$ cat src/rtl/i2s_ctrl_pkg.sv
// rtl/i2s_ctrl_pkg.sv - shared types and reset defaults for the I2S effect controller
package i2s_ctrl_pkg;

    typedef enum logic [1:0] {
        ACQUIRE,
        LOCKING,
        RUN,
        RESYNC
    } ctrl_state_t;

    typedef struct packed {
        logic [3:0] freq;
        logic [3:0] scale;
    } cfg_t;

    localparam logic [3:0] DEF_RESET_FREQ  = 4'b0001;
    localparam logic [3:0] DEF_RESET_SCALE = 4'b0001;

endpackage

$ cat src/rtl/i2s_effect_ctrl_if.sv
// rtl/i2s_effect_ctrl_if.sv - signal bundle between the controller and its surroundings
// Ports: ws_i, freqSetting_i, scaleFactor_i, clearErr_i driven by the master;
//        applied settings, pulses, status and I2S reset driven by the slave (controller).
interface i2s_effect_ctrl_if;
    logic       ws_i;
    logic [3:0] freqSetting_i;
    logic [3:0] scaleFactor_i;
    logic       clearErr_i;
    logic [3:0] freqSetting_o;
    logic [3:0] scaleFactor_o;
    logic       cfgUpdate_o;
    logic       frameStart_o;
    logic       locked_o;
    logic       errorLED;
    logic       rstI2S_n;

    modport master (
        output ws_i, freqSetting_i, scaleFactor_i, clearErr_i,
        input  freqSetting_o, scaleFactor_o, cfgUpdate_o, frameStart_o,
               locked_o, errorLED, rstI2S_n
    );

    modport slave (
        input  ws_i, freqSetting_i, scaleFactor_i, clearErr_i,
        output freqSetting_o, scaleFactor_o, cfgUpdate_o, frameStart_o,
               locked_o, errorLED, rstI2S_n
    );
endinterface

$ cat src/rtl/i2s_frame_monitor.sv
// rtl/i2s_frame_monitor.sv - ws edge detection and half-frame length classification
// Ports: sclk_i, rst_n_i, ws_i in; ws_edge, good_edge, bad_edge, stall, fall_edge out
//        (all flags are combinational and valid in the cycle ws_i is sampled).
module i2s_frame_monitor #(
    parameter int WIDTH = 16
) (
    input  logic sclk_i,
    input  logic rst_n_i,
    input  logic ws_i,
    output logic ws_edge,
    output logic good_edge,
    output logic bad_edge,
    output logic stall,
    output logic fall_edge
);
    localparam int CW = $clog2(2 * WIDTH) + 1;
    localparam logic [CW-1:0] CNT_MAX   = CW'(2 * WIDTH);
    localparam logic [CW-1:0] CNT_GOOD  = CW'(WIDTH - 1);
    localparam logic [CW-1:0] CNT_STALL = CW'(2 * WIDTH - 1);

    logic          ws_prev;
    logic [CW-1:0] cnt;

    always_ff @(posedge sclk_i or negedge rst_n_i) begin
        if (!rst_n_i) begin
            ws_prev <= 1'b0;
            cnt     <= '0;
        end else begin
            ws_prev <= ws_i;
            if (ws_edge)
                cnt <= '0;
            else if (cnt != CNT_MAX)
                cnt <= cnt + CW'(1);
        end
    end

    assign ws_edge   = (ws_i != ws_prev);
    // cnt is one less than the cycles elapsed since the previous edge
    assign good_edge = ws_edge && (cnt == CNT_GOOD);
    assign bad_edge  = ws_edge && (cnt != CNT_GOOD);
    // fires once, on the cycle cnt would step onto its saturation value
    assign stall     = !ws_edge && (cnt == CNT_STALL);
    assign fall_edge = ws_edge && ws_prev;

endmodule

$ cat src/rtl/i2s_effect_ctrl.sv
// rtl/i2s_effect_ctrl.sv - frame lock FSM, error/resync handling and settings debounce
// Ports: sclk_i (sole clock), rst_n_i (async active-low), bus (slave modport:
//        ws/switch/clear inputs; applied settings, cfgUpdate/frameStart pulses,
//        locked, errorLED and rstI2S_n outputs).
module i2s_effect_ctrl
    import i2s_ctrl_pkg::*;
#(
    parameter int         WIDTH         = 16,
    parameter int         STABLE_FRAMES = 4,
    parameter int         RESYNC_CYCLES = 8,
    parameter int         LOCK_EDGES    = 2,
    parameter logic [3:0] RESET_FREQ    = DEF_RESET_FREQ,
    parameter logic [3:0] RESET_SCALE   = DEF_RESET_SCALE
) (
    input logic              sclk_i,
    input logic              rst_n_i,
    i2s_effect_ctrl_if.slave bus
);
    localparam int GW = $clog2(LOCK_EDGES + 1);
    localparam int RW = $clog2(RESYNC_CYCLES + 1);
    localparam int SW = $clog2(STABLE_FRAMES + 1);

    logic ws_edge, good_edge, bad_edge, stall, fall_edge;

    i2s_frame_monitor #(.WIDTH(WIDTH)) u_monitor (
        .sclk_i    (sclk_i),
        .rst_n_i   (rst_n_i),
        .ws_i      (bus.ws_i),
        .ws_edge   (ws_edge),
        .good_edge (good_edge),
        .bad_edge  (bad_edge),
        .stall     (stall),
        .fall_edge (fall_edge)
    );

    ctrl_state_t   state_q, state_d;
    logic [GW-1:0] good_cnt_q, good_cnt_d;
    logic [RW-1:0] resync_cnt_q, resync_cnt_d;
    logic          rst_i2s_q, rst_i2s_d;
    logic          err_q, err_set;
    logic          frame_start_q, fs_evt;

    always_ff @(posedge sclk_i or negedge rst_n_i) begin
        if (!rst_n_i) begin
            state_q       <= ACQUIRE;
            good_cnt_q    <= '0;
            resync_cnt_q  <= '0;
            rst_i2s_q     <= 1'b0;
            err_q         <= 1'b0;
            frame_start_q <= 1'b0;
        end else begin
            state_q       <= state_d;
            good_cnt_q    <= good_cnt_d;
            resync_cnt_q  <= resync_cnt_d;
            rst_i2s_q     <= rst_i2s_d;
            frame_start_q <= fs_evt;
            // a new error outranks a simultaneous clear request
            if (err_set)
                err_q <= 1'b1;
            else if (bus.clearErr_i)
                err_q <= 1'b0;
        end
    end

    always_comb begin
        state_d      = state_q;
        good_cnt_d   = good_cnt_q;
        resync_cnt_d = resync_cnt_q;
        rst_i2s_d    = 1'b1;
        err_set      = 1'b0;
        fs_evt       = 1'b0;
        unique case (state_q)
            ACQUIRE: begin
                // the first edge only gives a timing reference; it is not judged
                if (ws_edge) begin
                    state_d    = LOCKING;
                    good_cnt_d = '0;
                end
            end
            LOCKING: begin
                if (good_edge) begin
                    if (good_cnt_q == GW'(LOCK_EDGES - 1)) begin
                        state_d    = RUN;
                        good_cnt_d = '0;
                        fs_evt     = fall_edge;
                    end else begin
                        good_cnt_d = good_cnt_q + GW'(1);
                    end
                end else if (bad_edge || stall) begin
                    good_cnt_d = '0;
                end
            end
            RUN: begin
                if (bad_edge || stall) begin
                    state_d      = RESYNC;
                    resync_cnt_d = '0;
                    rst_i2s_d    = 1'b0;
                    err_set      = 1'b1;
                end else begin
                    fs_evt = good_edge && fall_edge;
                end
            end
            RESYNC: begin
                if (resync_cnt_q == RW'(RESYNC_CYCLES - 1)) begin
                    state_d = ACQUIRE;
                end else begin
                    resync_cnt_d = resync_cnt_q + RW'(1);
                    rst_i2s_d    = 1'b0;
                end
            end
            default: state_d = ACQUIRE;
        endcase
    end

    // settings path: synchronise, debounce across frame starts, apply at a RUN frame start
    cfg_t          sync_meta_q, sync_q, prev_cand_q, applied_q;
    logic [SW-1:0] stable_q, stable_next;
    logic          cfg_update_q, apply;

    always_comb begin
        if (sync_q == prev_cand_q)
            stable_next = (stable_q == SW'(STABLE_FRAMES)) ? stable_q : stable_q + SW'(1);
        else
            stable_next = SW'(1);
        // the frame start that completes lock comes from LOCKING and is not used here
        apply = (state_q == RUN) && fs_evt && (sync_q != applied_q)
                && (stable_next == SW'(STABLE_FRAMES));
    end

    always_ff @(posedge sclk_i or negedge rst_n_i) begin
        if (!rst_n_i) begin
            sync_meta_q  <= '0;
            sync_q       <= '0;
            prev_cand_q  <= '0;
            applied_q    <= '{freq: RESET_FREQ, scale: RESET_SCALE};
            stable_q     <= '0;
            cfg_update_q <= 1'b0;
        end else begin
            sync_meta_q  <= '{freq: bus.freqSetting_i, scale: bus.scaleFactor_i};
            sync_q       <= sync_meta_q;
            cfg_update_q <= apply;
            if (state_q != RUN) begin
                stable_q <= '0;
            end else if (fs_evt) begin
                stable_q    <= stable_next;
                prev_cand_q <= sync_q;
            end
            if (apply)
                applied_q <= sync_q;
        end
    end

    assign bus.freqSetting_o = applied_q.freq;
    assign bus.scaleFactor_o = applied_q.scale;
    assign bus.cfgUpdate_o   = cfg_update_q;
    assign bus.frameStart_o  = frame_start_q;
    assign bus.locked_o      = (state_q == RUN);
    assign bus.errorLED      = err_q;
    assign bus.rstI2S_n      = rst_i2s_q;

endmodule

$ cat src/flat_wrapper.sv
// flat-port wrapper written by rule: the top's interface ports become plain ports
module i2s_effect_ctrl_flat import i2s_ctrl_pkg::*;
#(
    parameter int         WIDTH         = 16,
    parameter int         STABLE_FRAMES = 4,
    parameter int         RESYNC_CYCLES = 8,
    parameter int         LOCK_EDGES    = 2,
    parameter logic [3:0] RESET_FREQ    = DEF_RESET_FREQ,
    parameter logic [3:0] RESET_SCALE   = DEF_RESET_SCALE
)
  (sclk_i, rst_n_i, bus_ws_i, bus_freqSetting_i, bus_scaleFactor_i, bus_clearErr_i, bus_freqSetting_o, bus_scaleFactor_o, bus_cfgUpdate_o, bus_frameStart_o, bus_locked_o, bus_errorLED, bus_rstI2S_n);
  i2s_effect_ctrl_if bus_i ();
  input logic sclk_i;
  input logic rst_n_i;
  input wire logic [$bits(bus_i.ws_i)-1:0] bus_ws_i;
  input wire logic [$bits(bus_i.freqSetting_i)-1:0] bus_freqSetting_i;
  input wire logic [$bits(bus_i.scaleFactor_i)-1:0] bus_scaleFactor_i;
  input wire logic [$bits(bus_i.clearErr_i)-1:0] bus_clearErr_i;
  output wire logic [$bits(bus_i.freqSetting_o)-1:0] bus_freqSetting_o;
  output wire logic [$bits(bus_i.scaleFactor_o)-1:0] bus_scaleFactor_o;
  output wire logic [$bits(bus_i.cfgUpdate_o)-1:0] bus_cfgUpdate_o;
  output wire logic [$bits(bus_i.frameStart_o)-1:0] bus_frameStart_o;
  output wire logic [$bits(bus_i.locked_o)-1:0] bus_locked_o;
  output wire logic [$bits(bus_i.errorLED)-1:0] bus_errorLED;
  output wire logic [$bits(bus_i.rstI2S_n)-1:0] bus_rstI2S_n;
  assign bus_i.ws_i = bus_ws_i;
  assign bus_i.freqSetting_i = bus_freqSetting_i;
  assign bus_i.scaleFactor_i = bus_scaleFactor_i;
  assign bus_i.clearErr_i = bus_clearErr_i;
  assign bus_freqSetting_o = bus_i.freqSetting_o;
  assign bus_scaleFactor_o = bus_i.scaleFactor_o;
  assign bus_cfgUpdate_o = bus_i.cfgUpdate_o;
  assign bus_frameStart_o = bus_i.frameStart_o;
  assign bus_locked_o = bus_i.locked_o;
  assign bus_errorLED = bus_i.errorLED;
  assign bus_rstI2S_n = bus_i.rstI2S_n;
  i2s_effect_ctrl #(.WIDTH(WIDTH), .STABLE_FRAMES(STABLE_FRAMES), .RESYNC_CYCLES(RESYNC_CYCLES), .LOCK_EDGES(LOCK_EDGES), .RESET_FREQ(RESET_FREQ), .RESET_SCALE(RESET_SCALE)) u_core (.sclk_i(sclk_i), .rst_n_i(rst_n_i), .bus(bus_i));
endmodule
$ cat config.mk
export PLATFORM = sky130hd
export DESIGN_NAME = i2s_effect_ctrl_flat
export DESIGN_NICKNAME = d
export VERILOG_FILES = /design/src/rtl/i2s_ctrl_pkg.sv /design/src/rtl/i2s_effect_ctrl_if.sv /design/src/rtl/i2s_frame_monitor.sv /design/src/rtl/i2s_effect_ctrl.sv /design/src/flat_wrapper.sv
export SDC_FILE = /design/constraint.sdc
export NUM_CORES = 1
export LEC_CHECK = 0
export BUFFER_PORTS_ARGS = -buffer_cell sky130_fd_sc_hd__buf_4
export CAP_MARGIN = 20
export CORE_MARGIN = 2
export CORE_UTILIZATION = 36
export CTS_CLUSTER_SIZE = 25
export DETAILED_ROUTE_END_ITERATION = 7
export SYNTH_ARGS = -nofsm -noshare
export SYNTH_HDL_FRONTEND = slang
export SYNTH_SLANG_ARGS = --single-unit
$ cat constraint.sdc
create_clock -name sclk_i -period 4.85 [get_ports sclk_i]
set_input_delay 0.2425 -clock sclk_i [delete_from_list [all_inputs] [get_ports sclk_i]]
set_output_delay 0.2425 -clock sclk_i [all_outputs]
set_load 0.005 [all_outputs]
* After elaboration in Yosys (flattened, before gate mapping) *
Cells that the tools add are included.
W data, S select, Z words.

operators by class
  bitwise gates (word level) = 1
  mux-type cells = 31
  reduce and logical (&&, ||, !) cells = 20
  equal/unequal tests = 22
  $add $sub $neg = 4

operators by type and width
  kind                   count
  $mux W2                9
  $mux W3                4
  $mux W6                2
  $reduce_bool A2 Y1     5
  $mux W1                9
  $eq A8 B8 Y1           1
  $logic_and A1 B1 Y1    8
  $mux W4                2
  $ne A2 B1 Y1 const B   4
  $ne A8 B8 Y1           1
  $pmux W2 S4            1
  $pmux W4 S2            1
  $add A6 B1 Y6 const B  1
  $eq A3 B3 Y1 const B   2
  $eq A6 B4 Y1 const B   1
  $eq A6 B5 Y1 const B   1
  $ne A2 B2 Y1 const B   3
  $ne A6 B4 Y1 const B   1
  $ne A6 B6 Y1 const B   1
  $reduce_and A3 Y1      2
  $reduce_and A5 Y1      1
  $add A4 B1 Y4 const B  1
  $eq A2 B1 Y1 const B   2
  $eq A2 B2 Y1 const B   2
  other kinds (12)       13

word-level totals
  flip-flop bits (word level) = 54
  bits of input ports = 12
  logic and storage cells = 96

* Longest topological paths before layout *
Gate-level depths: netlist of the first run.

  depth in word-level cells = 9
  mapped depth = 9
  gate-level depth less buffers = 8

* Cells and area by module *
A second synthesis of the first run with hierarchy kept.

second synthesis, totals
  cell total of the unflattened synthesis = 207
  area, all modules = 2482.4 um^2

modules (own cells, without submodules)
  module             times used  area an instance (um^2)  cells each
  i2s_effect_ctrl    1           2099.5                   166
  i2s_frame_monitor  1           382.9                    41

* Worst setup path before layout of the first run *
OpenSTA, ideal clock, no wires.

  kind = flip-flop to flip-flop
  start point = register u_core.u_monitor.cnt[1]
  end point = register u_core.applied_q, in the netlist u_core.bus.freqSetting_o[1]
  arrival = 2425 ps
  stages on the path, launching flop included = 9
  clock period less this slack = 2550 ps
  buffers on the path = 2
  setup time = 125 ps
  data required time = 4725 ps
  path slack = 2300 ps
  path through = dfrtp_1 > ha_1 > nand4b_4 > or4_4 > or2_1 > buf_6 > or4_4 > buf_6 > mux2_4

on the way
  cells in the longest elaborated chain, start to end = 8
  elaborated cells between the ends (all ways) = 14

RTL lines
  element                                                           line                                                                       text
  start, declared                                                   i2s_frame_monitor.sv:22                                                    logic [CW-1:0] cnt;
  start signal, assigned                                            i2s_frame_monitor.sv:33                                                    cnt <= cnt + CW'(1);
  $eq A6 B4 Y1, or another cell as far along                        i2s_frame_monitor.sv:39                                                    assign good_edge = ws_edge && (cnt == CNT_GOOD);
  $logic_and A1 B1 Y1, on equally long branches                     i2s_frame_monitor.sv:39, i2s_frame_monitor.sv:40, i2s_frame_monitor.sv:42
  $logic_and A1 B1 Y1 / $logic_or A1 B1 Y1 (equally long branches)  i2s_effect_ctrl.sv:100, i2s_effect_ctrl.sv:94
  $mux W1                                                           i2s_effect_ctrl.sv:94                                                      if (bad_edge || stall) begin
  $pmux W1 S2 *                                                     i2s_effect_ctrl.sv:72                                                      unique case (state_q)
  $logic_and A1 B1 Y1 * (2 in a row)                                i2s_effect_ctrl.sv:126                                                     apply = (state_q == RUN) && fs_evt && (sync_q != applied_q)
  $logic_and A1 B1 Y1 *                                             i2s_effect_ctrl.sv:127                                                     && (stable_next == SW'(STABLE_FRAMES));
  end signal, assigned                                              i2s_effect_ctrl.sv:135                                                     applied_q <= '{freq: RESET_FREQ, scale: RESET_SCALE};
  end signal, assigned                                              i2s_effect_ctrl.sv:149                                                     applied_q <= sync_q;
  end, declared                                                     i2s_effect_ctrl.sv:116                                                     cfg_t sync_meta_q, sync_q, prev_cand_q, applied_q;

Mark *: on every way between the ends. The rest lies on a longest branch, timed or not.
A chain may end at the register's enable or synchronous reset.

* Final worst setup path of the first run *
  start point = register u_core.u_monitor.cnt[1]
  end point = register u_core.applied_q, in the netlist u_core.bus.scaleFactor_o[3]

The elaborated chain is that of the path after synthesis.

==> flow_summary_export.csv, run 1 <==
group,metric,value,unit
logic_synthesis,synthXorXnorAreaFrac,7.78,%
route,drcViolationCount,0,
logic_synthesis,ys_warn_count,0,
cts,htree_num_levels,2,
logic_synthesis,syn-num-nets,227,
cts,cts_tree,"yes",
flow_run,drv_cap,0,
floorplanning,die_x,86.9,um
cells_and_area,fin_cells,315,
cts,cts_root_buffer,"clkbuf_8",
cts,cts.clk_slew.worst_paths,0.11,ns
timing,min_period,2.70,ns
hold_path,hold_start,"bus_scaleFactor_i[1]",
logic_synthesis,yosysTopAreaCell,"dfrtp_1",
placed_design,port-buffer-count,24,
timing,relSlewSlack,54.2,%
hold_path,hp-class,"input port to flop",
logic_synthesis,syn_area_per_cell,12.1,um2
cells_and_area,diodes,0,
floorplanning,die_h,86.9,um
cells_and_area,syn2layout_area_growth,14.5,%
route,postRouteWirelength,4.12,mm
worst_setup_path,critPathMaxStageDelay,0.58,ns
worst_setup_path,path_class,"flop to flop",
cells_and_area,utilization,42.2,%
logic_synthesis,synth-compound-area-share,6.52,%
route,wl_per_cell,13.1,um
power,p_int,0.699,mW
logic_synthesis,synth.area.top_cells,"dfrtp_1, ha_1, mux2_4",
logic_synthesis,synth_edf_count,0,
global_routing,grt_pass1_vias,1552,
power,clkPwrFrac,25.9,%
floorplanning,start_util,36.9,%
cells_and_area,regArea,1350,um2
worst_setup_path,r2r_start,"u_core.u_monitor.cnt[1]",
cells_and_area,final_area,2840,um2
placed_design,gp_congestion,0.791,
logic_synthesis,yosysMostFrequentCell,"dfrtp_1",
power,switching_share,31.3,%
cells_and_area,drive_above_1_share,24.3,%
power,p_total,1.02,mW
global_routing,grt_pass1_wl,7.25,mm
timing,fin_crit_sh,55.6,%
route,num_vias,1515,
placed_design,place_area,2730,um2
worst_setup_path,cp.required,5.05,ns
run_status,status,"finished, final reports clean",
timing,setup_viol,0,
floorplanning,boundaryPins,25,
logic_synthesis,ys_types,41,
logic_synthesis,yosys.area_share.simple,12.6,%
timing,maxSlewViolCount,0,
worst_setup_path,crit_chain,"ha_1, nand4b_4, or4_4, or2_1, or4_4, mux2_4",
cts,clock_latency,0.31,ns
timing,worst_pin_slew,0.688,ns
timing,hold_ws,0.0238,ns
timing,fmax,371,MHz
cells_and_area,final_nets,256,
global_routing,grt_usage,12.2,%
worst_setup_path,cp-start-kind,"flop",
worst_setup_path,crit_start,"u_core.u_monitor.cnt[1]",
logic_synthesis,synth_top_family_by_area,"simple AND/OR/NAND/NOR gates",
placed_design,place_ws,2.15,ns
route,vias_per_cell,4.81,
timing,clock_skew,0.0111,ns
worst_setup_path,path_delay_family,"simple AND/OR/NAND/NOR gates",
logic_synthesis,synth_fa_ha_area_share,5.05,%
cts,cts_num_sinks,54,
logic_synthesis,syn_area,2480,um2
route,firstDrtPassIters,4,
logic_synthesis,synth_top_area_share,52.6,%
power,power.leakage,1.38,nW
logic_synthesis,synthArstFlopShare,100,%
cells_and_area,multi_input_area,1040,um2
worst_setup_path,cp_max_fo,9,
power,p_seq_share,51.8,%
power,ir_drop,0.146,mV
logic_synthesis,ys_seq_elements,54,
power,p_switching,0.319,mW
cts,ctsResizeCount,0,
worst_setup_path,cp_slowest_cell,"or4_4",
timing,timing.final.hold_violations,0,
logic_synthesis,synth_flop_cell,"dfrtp_1",
floorplanning,core_area,6720,um2
logic_synthesis,ys_seq_area_share,54.7,%
logic_synthesis,synth_mux_area_share,10.2,%
floorplanning,row_count,30,
cts,clockBufferDepth,2,
logic_synthesis,synth_cells,205,
route,ant_nets,0,
global_routing,antenna_found_initial,0,
power,cellPowerDensity,359,nW/um2
worst_setup_path,crit_arrival,2.90,ns
timing,setup_ws,2.15,ns
global_routing,gr-total-overflow,0,
cts,cts_made_buffers,5,
route,drt_iter0_markers,40,
global_routing,grt_start_max_net_pins,55,
placed_design,place_inst,306,
placed_design,hpwl,2.92,mm
worst_setup_path,crit_path_end_kind,"flop",
timing,fin_tns_setup,0,ns
floorplanning,dieArea,7560,um2
power,p_comb_share,22.3,%
cells_and_area,fill_cells,639,
worst_setup_path,worst-path-buf-inv,0,
logic_synthesis,synthTopCellsByCount,"dfrtp_1, nor2_1, inv_1",
timing,rsz0062_at_grt,"false",
worst_setup_path,cp_common_cell,"or4_4",
## registers in the layout, indices dropped and copies added (netlist names)
signal and count:
u_core.bus.errorLED 1, u_core.bus.frameStart_o 1, u_core.u_monitor.ws_prev 1, u_core.bus.freqSetting_o 4
u_core.sync_meta_q 8, u_core.resync_cnt_q 4, u_core.good_cnt_q 2, u_core.u_monitor.cnt 6
u_core.prev_cand_q 8, u_core.bus.scaleFactor_o 4, u_core.sync_q 8, u_core.bus.cfgUpdate_o 1
u_core.stable_q 3, u_core.bus.rstI2S_n 1, u_core.state_q 2
## layer usage
| layer | share of wire (%) | track usage [%] | vias up |
|---|---|---|---|
| met5 | 0 | 0 | - |
| met4 | 1.7 | 4.55 | 0 |
| met3 | 3.7 | 3.32 | 6 |
| met2 | 45 | 17.8 | 21 |
| met1 | 49 | 17.3 | 727 |
| li1 | - | - | 761 |
## power by group through the flow
stage / logic (mW) / clock network, mW / registers, mW
2_1_floorplan: 0.159 / 0 / 0.529
3_3_place_gp: 0.225 / 0 / 0.536
3_5_place_dp: 0.228 / 0 / 0.537
4_1_cts: 0.231 / 0.276 / 0.528
5_1_grt: 0.261 / 0.292 / 0.534
6_report: 0.227 / 0.264 / 0.527
## path summary, 6_finish.rpt
kind | to | slack, ns | depth (start not counted)
max in group asynchronous | u_core.resync_cnt_q[0] | 3.88 | 2
min in group asynchronous | u_core.sync_q[4] | 0.50 | 2
hold reg to reg | u_core.sync_q[4] | 0.36 | 0
setup / recovery | u_core.bus.scaleFactor_o[3] | 2.15 | 6
hold / removal | u_core.sync_meta_q[1] | 0.02 | 1
setup reg to reg | u_core.bus.scaleFactor_o[3] | 2.15 | 6
## cells in the final DEF (no fill, tap or decap), types with 3 or more instances in the layout
cell type  instances
inv_1             14
clkbuf_8           5
nand3_1            7
nor4_1             3
xnor2_1           12
dfrtp_1           52
nor2_1            16
nand2_1           11
o21ai_0           11
xor2_1            10
mux2_2             9
a21oi_1            5
buf_4             24
mux2_4             8
ha_1              10
mux2i_1            3
## final cells by class
type | instances | area share (%)
flip-flops and latches | 54 | 47.7
multi-input cells | 134 | 36.8
repair buffers | 25 | 6.71
well taps | 80 | 3.53
clock buffers | 5 | 2.43
inverters | 14 | 1.85
clock inverters | 3 | 0.927
## kinds of logic after synthesis
| group | after synthesis |
|---|---|
| simple gates | 56 |
| flops | 54 |
| compound gates | 26 |
| xor+xnor | 22 |
| mux | 20 |
| buf+inv | 17 |
| fa+ha+maj | 10 |
## repair_timing
action                                 4_1_cts  5_1_grt
setup buffers                                0        0
hold buffers                                 1        0
endpoints found under the hold margin       31        0
Power figures use the tool's default switching activity.
==> inputs of run 2 (changes only) <==
Clock period 4.85 ns to 2.32 ns, I/O delays scaled along.
==> flow_summary_export.csv, run 2 (same netlist as run 1, synthesis figures left out) <==
group,metric,value,unit
timing,rsz0062_at_grt,"true",
cts,cts_root_buffer,"clkbuf_8",
placed_design,hpwl,3.13,mm
cells_and_area,layout_commonest_cell,"buf_4",
timing,fin_crit_sh,102,%
route,vias_per_cell,4.70,
cts,cts.clk_slew.worst_paths,0.10,ns
timing,fin_tns_setup,-0.192,ns
floorplanning,core_area,6720,um2
hold_path,whs_endpoint,"u_core.sync_q[6]",
worst_setup_path,path_class,"flop to flop",
floorplanning,row_count,30,
timing,min_period,2.36,ns
cells_and_area,diodes,0,
global_routing,grt_pass1_wl,7.38,mm
power,power.leakage,1.58,nW
floorplanning,start_util,36.9,%
global_routing,antenna_found_initial,0,
timing,fmax,425,MHz
worst_setup_path,r2r-end,"u_core.bus.scaleFactor_o[3]",
worst_setup_path,crit_arrival,2.55,ns
cts,cts_num_sinks,54,
global_routing,grt_start_max_net_pins,55,
timing,maxSlewViolCount,0,
worst_setup_path,rrSetupSlack,-0.04,ns
route,num_vias,1687,
worst_setup_path,cp_common_cell,"or4_4",
global_routing,grt_pass1_vias,1660,
worst_setup_path,crit_chain,"inv_2, ha_4, nand2_1, or4_4, or2_1, or4_4, mux2_4",
cells_and_area,final_nets,300,
timing,relSlewSlack,56.1,%
worst_setup_path,worst-path-buf-inv,1,
cts,clock_latency,0.31,ns
timing,clock_skew,0.00922,ns
route,firstDrtPassIters,4,
timing,worst_pin_slew,0.659,ns
run_status,status,"finished with violations",
floorplanning,dieArea,7560,um2
worst_setup_path,critPathMaxStageDelay,0.53,ns
worst_setup_path,cp.required,2.52,ns
cells_and_area,fill_cells,589,
worst_setup_path,cp_slowest_cell,"or4_4",
power,ir_drop,0.238,mV
route,drt_iter0_markers,58,
route,ant_nets,0,
power,cellPowerDensity,716,nW/um2
global_routing,gr-total-overflow,0,
cells_and_area,multi_input_area,1080,um2
route,wl_per_cell,12.2,um
run_status,violations,"negative setup slack",
worst_setup_path,path_delay_family,"simple AND/OR/NAND/NOR gates",
global_routing,grt_usage,12.5,%
hold_path,whs_path_depth,0,
timing,setup_ws,-0.0356,ns
cts,cts_tree,"yes",
cells_and_area,mostFrequentLayoutCells,"buf_4, dfrtp_1, nor2_1",
timing,setup_viol,6,
cts,cts_made_buffers,5,
placed_design,gp_congestion,0.717,
timing,timing.final.hold_violations,0,
hold_path,hold_start,"u_core.sync_meta_q[6]",
worst_setup_path,cp_max_fo,8,
hold_path,hp-class,"flop to flop",
worst_setup_path,rr_worst_depth,7,
worst_setup_path,r2r_start,"u_core.state_q[0]",
cells_and_area,drive_above_1_share,35.1,%
floorplanning,die_h,86.9,um
floorplanning,boundaryPins,25,
floorplanning,die_x,86.9,um
flow_run,drv_cap,0,
cells_and_area,syn2layout_area_growth,30.7,%
placed_design,port-buffer-count,24,
cts,clockBufferDepth,2,
route,drcViolationCount,0,
cells_and_area,largest_registers,"u_core.prev_cand_q x8, u_core.sync_meta_q x8, u_core.sync_q x8",
cells_and_area,regArea,1360,um2
cells_and_area,utilization,48.2,%
worst_setup_path,cp-start-kind,"flop",
route,postRouteWirelength,4.37,mm
cts,htree_num_levels,2,
worst_setup_path,crit_path_end_kind,"flop",
-- run 2: area by class of cell --
class | instances | area share [%]
clock buffers | 6 | 2.55
well taps | 80 | 3.09
multi-input cells | 134 | 33.5
clock inverters | 2 | 0.541
flip-flops and latches | 54 | 41.9
repair buffers | 69 | 16.9
inverters | 14 | 1.62
-- run 2: power by group --
part,total [mW],internal [mW],switching (mW),leakage (nW)
Clock,0.562,0.246,0.316,0.0514
Sequential,1.09,1.03,0.0629,0.691
Combinational,0.664,0.338,0.326,0.841
-- run 2: how the worst max path moves through the flow --
stage	start	endpoint	slack (ns)	depth (start not counted)
after floorplan	u_core.state_q[0]	u_core.bus.freqSetting_o[1]	-0.18	9
after global placement	u_core.state_q[0]	u_core.bus.scaleFactor_o[1]	-0.02	7
after detailed placement	u_core.state_q[0]	u_core.bus.scaleFactor_o[1]	-0.06	7
after CTS	u_core.u_monitor.cnt[0]	u_core.bus.freqSetting_o[3]	-0.04	6
after global routing	u_core.u_monitor.cnt[0]	u_core.bus.scaleFactor_o[2]	-0.10	6
final	u_core.state_q[0]	u_core.bus.scaleFactor_o[3]	-0.04	7
-- run 2: per-stage QoR --
step           total power, mW  hold WS (ns)  instances  setup WS [ns]  cell area (um2)
6_report                  2.32         0.356        359        -0.0356             3240
3_5_place_dp              1.73         0.205        338        -0.0596             3000
3_3_place_gp              1.71         0.205        338        -0.0243             3000
4_1_cts                   2.34         0.359        358        -0.0395             3230
2_1_floorplan             1.45        -0.180        205         -0.177             2500
5_1_grt                   2.48         0.367        359         -0.102             3240
-- run 2: timing repair --
action / in CTS / in global routing
hold buffers: 11 / 0
buffers inserted: 1 / 1
hold endpoints to repair: 62 / 0
resized for setup: 2 / 4
setup endpoints to repair: 8 / 9
-- run 2: metal layers --
metal	global-route usage (%)	part of all wire, %
met5	0	0
met4	3.84	0.94
met3	3.13	2.9
met2	20.4	48
met1	16.3	48
==> inputs of run 3 (changes only) <==
Settings changed: CTS_BUF_LIST set to sky130_fd_sc_hd__clkbuf_16.
==> flow_summary_export.csv, run 3 (same netlist as run 1, synthesis figures left out) <==
group,metric,value,unit
cells_and_area,diodes,0,
floorplanning,die_h,86.9,um
global_routing,grt_usage,12.6,%
cts,clock_latency,0.29,ns
floorplanning,dieArea,7560,um2
floorplanning,core_area,6720,um2
placed_design,hpwl,3.13,mm
global_routing,grt_pass1_vias,1671,
floorplanning,start_util,36.9,%
route,drcViolationCount,0,
power,p_switching,0.731,mW
cells_and_area,multi_input_area,1080,um2
floorplanning,boundaryPins,25,
placed_design,gp_congestion,0.717,
power,p_comb_share,26.6,%
route,postRouteWirelength,4.40,mm
worst_setup_path,cp-start-kind,"flop",
route,wl_per_cell,12.3,um
placed_design,place_area,3000,um2
timing,rsz0062_at_grt,"true",
cts,cts_tree,"yes",
cells_and_area,fill_cells,583,
global_routing,antenna_found_initial,0,
worst_setup_path,rrSetupSlack,-0.03,ns
placed_design,port-buffer-count,24,
placed_design,place_ws,-0.0596,ns
timing,fmax,425,MHz
flow_run,drv_cap,0,
timing,maxSlewViolCount,0,
global_routing,grt_start_max_net_pins,55,
cts,cts_made_buffers,5,
hold_path,whs_path_depth,2,
timing,hold_ws,0.0108,ns
cells_and_area,mostFrequentLayoutCells,"buf_4, dfrtp_1, nor2_1",
power,p_total,2.50,mW
worst_setup_path,crit_path_end_kind,"flop",
power,cellPowerDensity,763,nW/um2
worst_setup_path,cp.required,2.50,ns
worst_setup_path,cp_max_fo,8,
power,p_seq_share,43.7,%
timing,worst_pin_slew,0.655,ns
power,ir_drop,0.319,mV
cells_and_area,final_area,3270,um2
route,ant_nets,0,
cells_and_area,layout_commonest_cell,"buf_4",
route,vias_per_cell,4.70,
cts,htree_num_levels,2,
worst_setup_path,rr_worst_depth,7,
global_routing,gr-total-overflow,0,
cts,clockBufferDepth,2,
worst_setup_path,path_class,"flop to flop",
cts,cts_root_buffer,"clkbuf_16",
route,firstDrtPassIters,4,
route,num_vias,1681,
route,drt_iter0_markers,52,
worst_setup_path,crit_arrival,2.53,ns
power,clkPwrFrac,29.7,%
timing,setup_viol,6,
hold_path,hp-class,"input port to flop",
run_status,status,"finished with violations",
cells_and_area,syn2layout_area_growth,32.2,%
cells_and_area,largest_registers,"u_core.prev_cand_q x8, u_core.sync_meta_q x8, u_core.sync_q x8",
cells_and_area,regArea,1360,um2
cts,cts.clk_slew.worst_paths,0.07,ns
power,p_int,1.77,mW
cells_and_area,final_nets,299,
timing,setup_ws,-0.0341,ns
cts,cts_num_sinks,54,
cells_and_area,drive_above_1_share,34.9,%
power,switching_share,29.3,%
timing,clock_skew,0.00946,ns
timing,min_period,2.35,ns
floorplanning,row_count,30,
timing,timing.final.hold_violations,0,
global_routing,grt_pass1_wl,7.45,mm
run_status,violations,"negative setup slack",
power,power.leakage,1.60,nW
timing,fin_crit_sh,101,%
timing,relSlewSlack,56.3,%
floorplanning,die_x,86.9,um
## run 3: timing repair
item,4_1_cts,5_1_grt
hold endpoints to repair,61,0
setup endpoints to repair,8,9
setup buffers,1,1
hold buffers,10,0
gates resized for setup,2,4
## run 3: worst paths after layout
path                                        from                          end
hold reg to reg            u_core.sync_meta_q[6]             u_core.sync_q[6]
setup / recovery               u_core.state_q[0]  u_core.bus.scaleFactor_o[3]
max in group asynchronous                rst_n_i           u_core.stable_q[0]
hold / removal                    bus_clearErr_i          u_core.bus.errorLED
min in group asynchronous                rst_n_i            u_core.state_q[0]
setup reg to reg               u_core.state_q[0]  u_core.bus.scaleFactor_o[3]
## run 3: layer usage
metal	vias to the layer above	GRT usage (%)	wire (um)
met5	-	0	0
met4	0	3.84	66
met3	6	3.13	105
met2	20	20.8	2100
met1	810	16.5	2120
li1	845	-	-
## run 3: power groups by stage
stage,logic (mW),clock network [mW],registers (mW)
global route,0.749,0.810,1.10
detailed placement,0.624,0,1.11
global placement,0.612,0,1.10
floorplan,0.336,0,1.11
finish,0.663,0.743,1.09
CTS,0.665,0.764,1.09
## run 3: stage by stage
step	utilization (%)	cells	setup TNS [ns]
2_1_floorplan	-	205	-1.33
3_3_place_gp	44.6	338	-0.144
3_5_place_dp	44.6	338	-0.366
4_1_cts	48.5	357	-0.242
5_1_grt	48.7	358	-0.715
6_report	48.7	358	-0.158
## run 3: critical path, stage by stage (launching register included)
cell,delay [ns]
dfrtp_1,0.37
inv_2,0.06
ha_4,0.26
nand2_1,0.04
or4_4,0.41
or2_1,0.23
or4_4,0.53
mux2_4,0.33
## run 3: area by class of cell
type                    count  area share, %
repair buffers             68           16.4
multi-input cells         134           33.1
clock buffers               5           3.82
flip-flops and latches     54           41.4
inverters                  14           1.61
clock inverters             3          0.650
well taps                  80           3.06
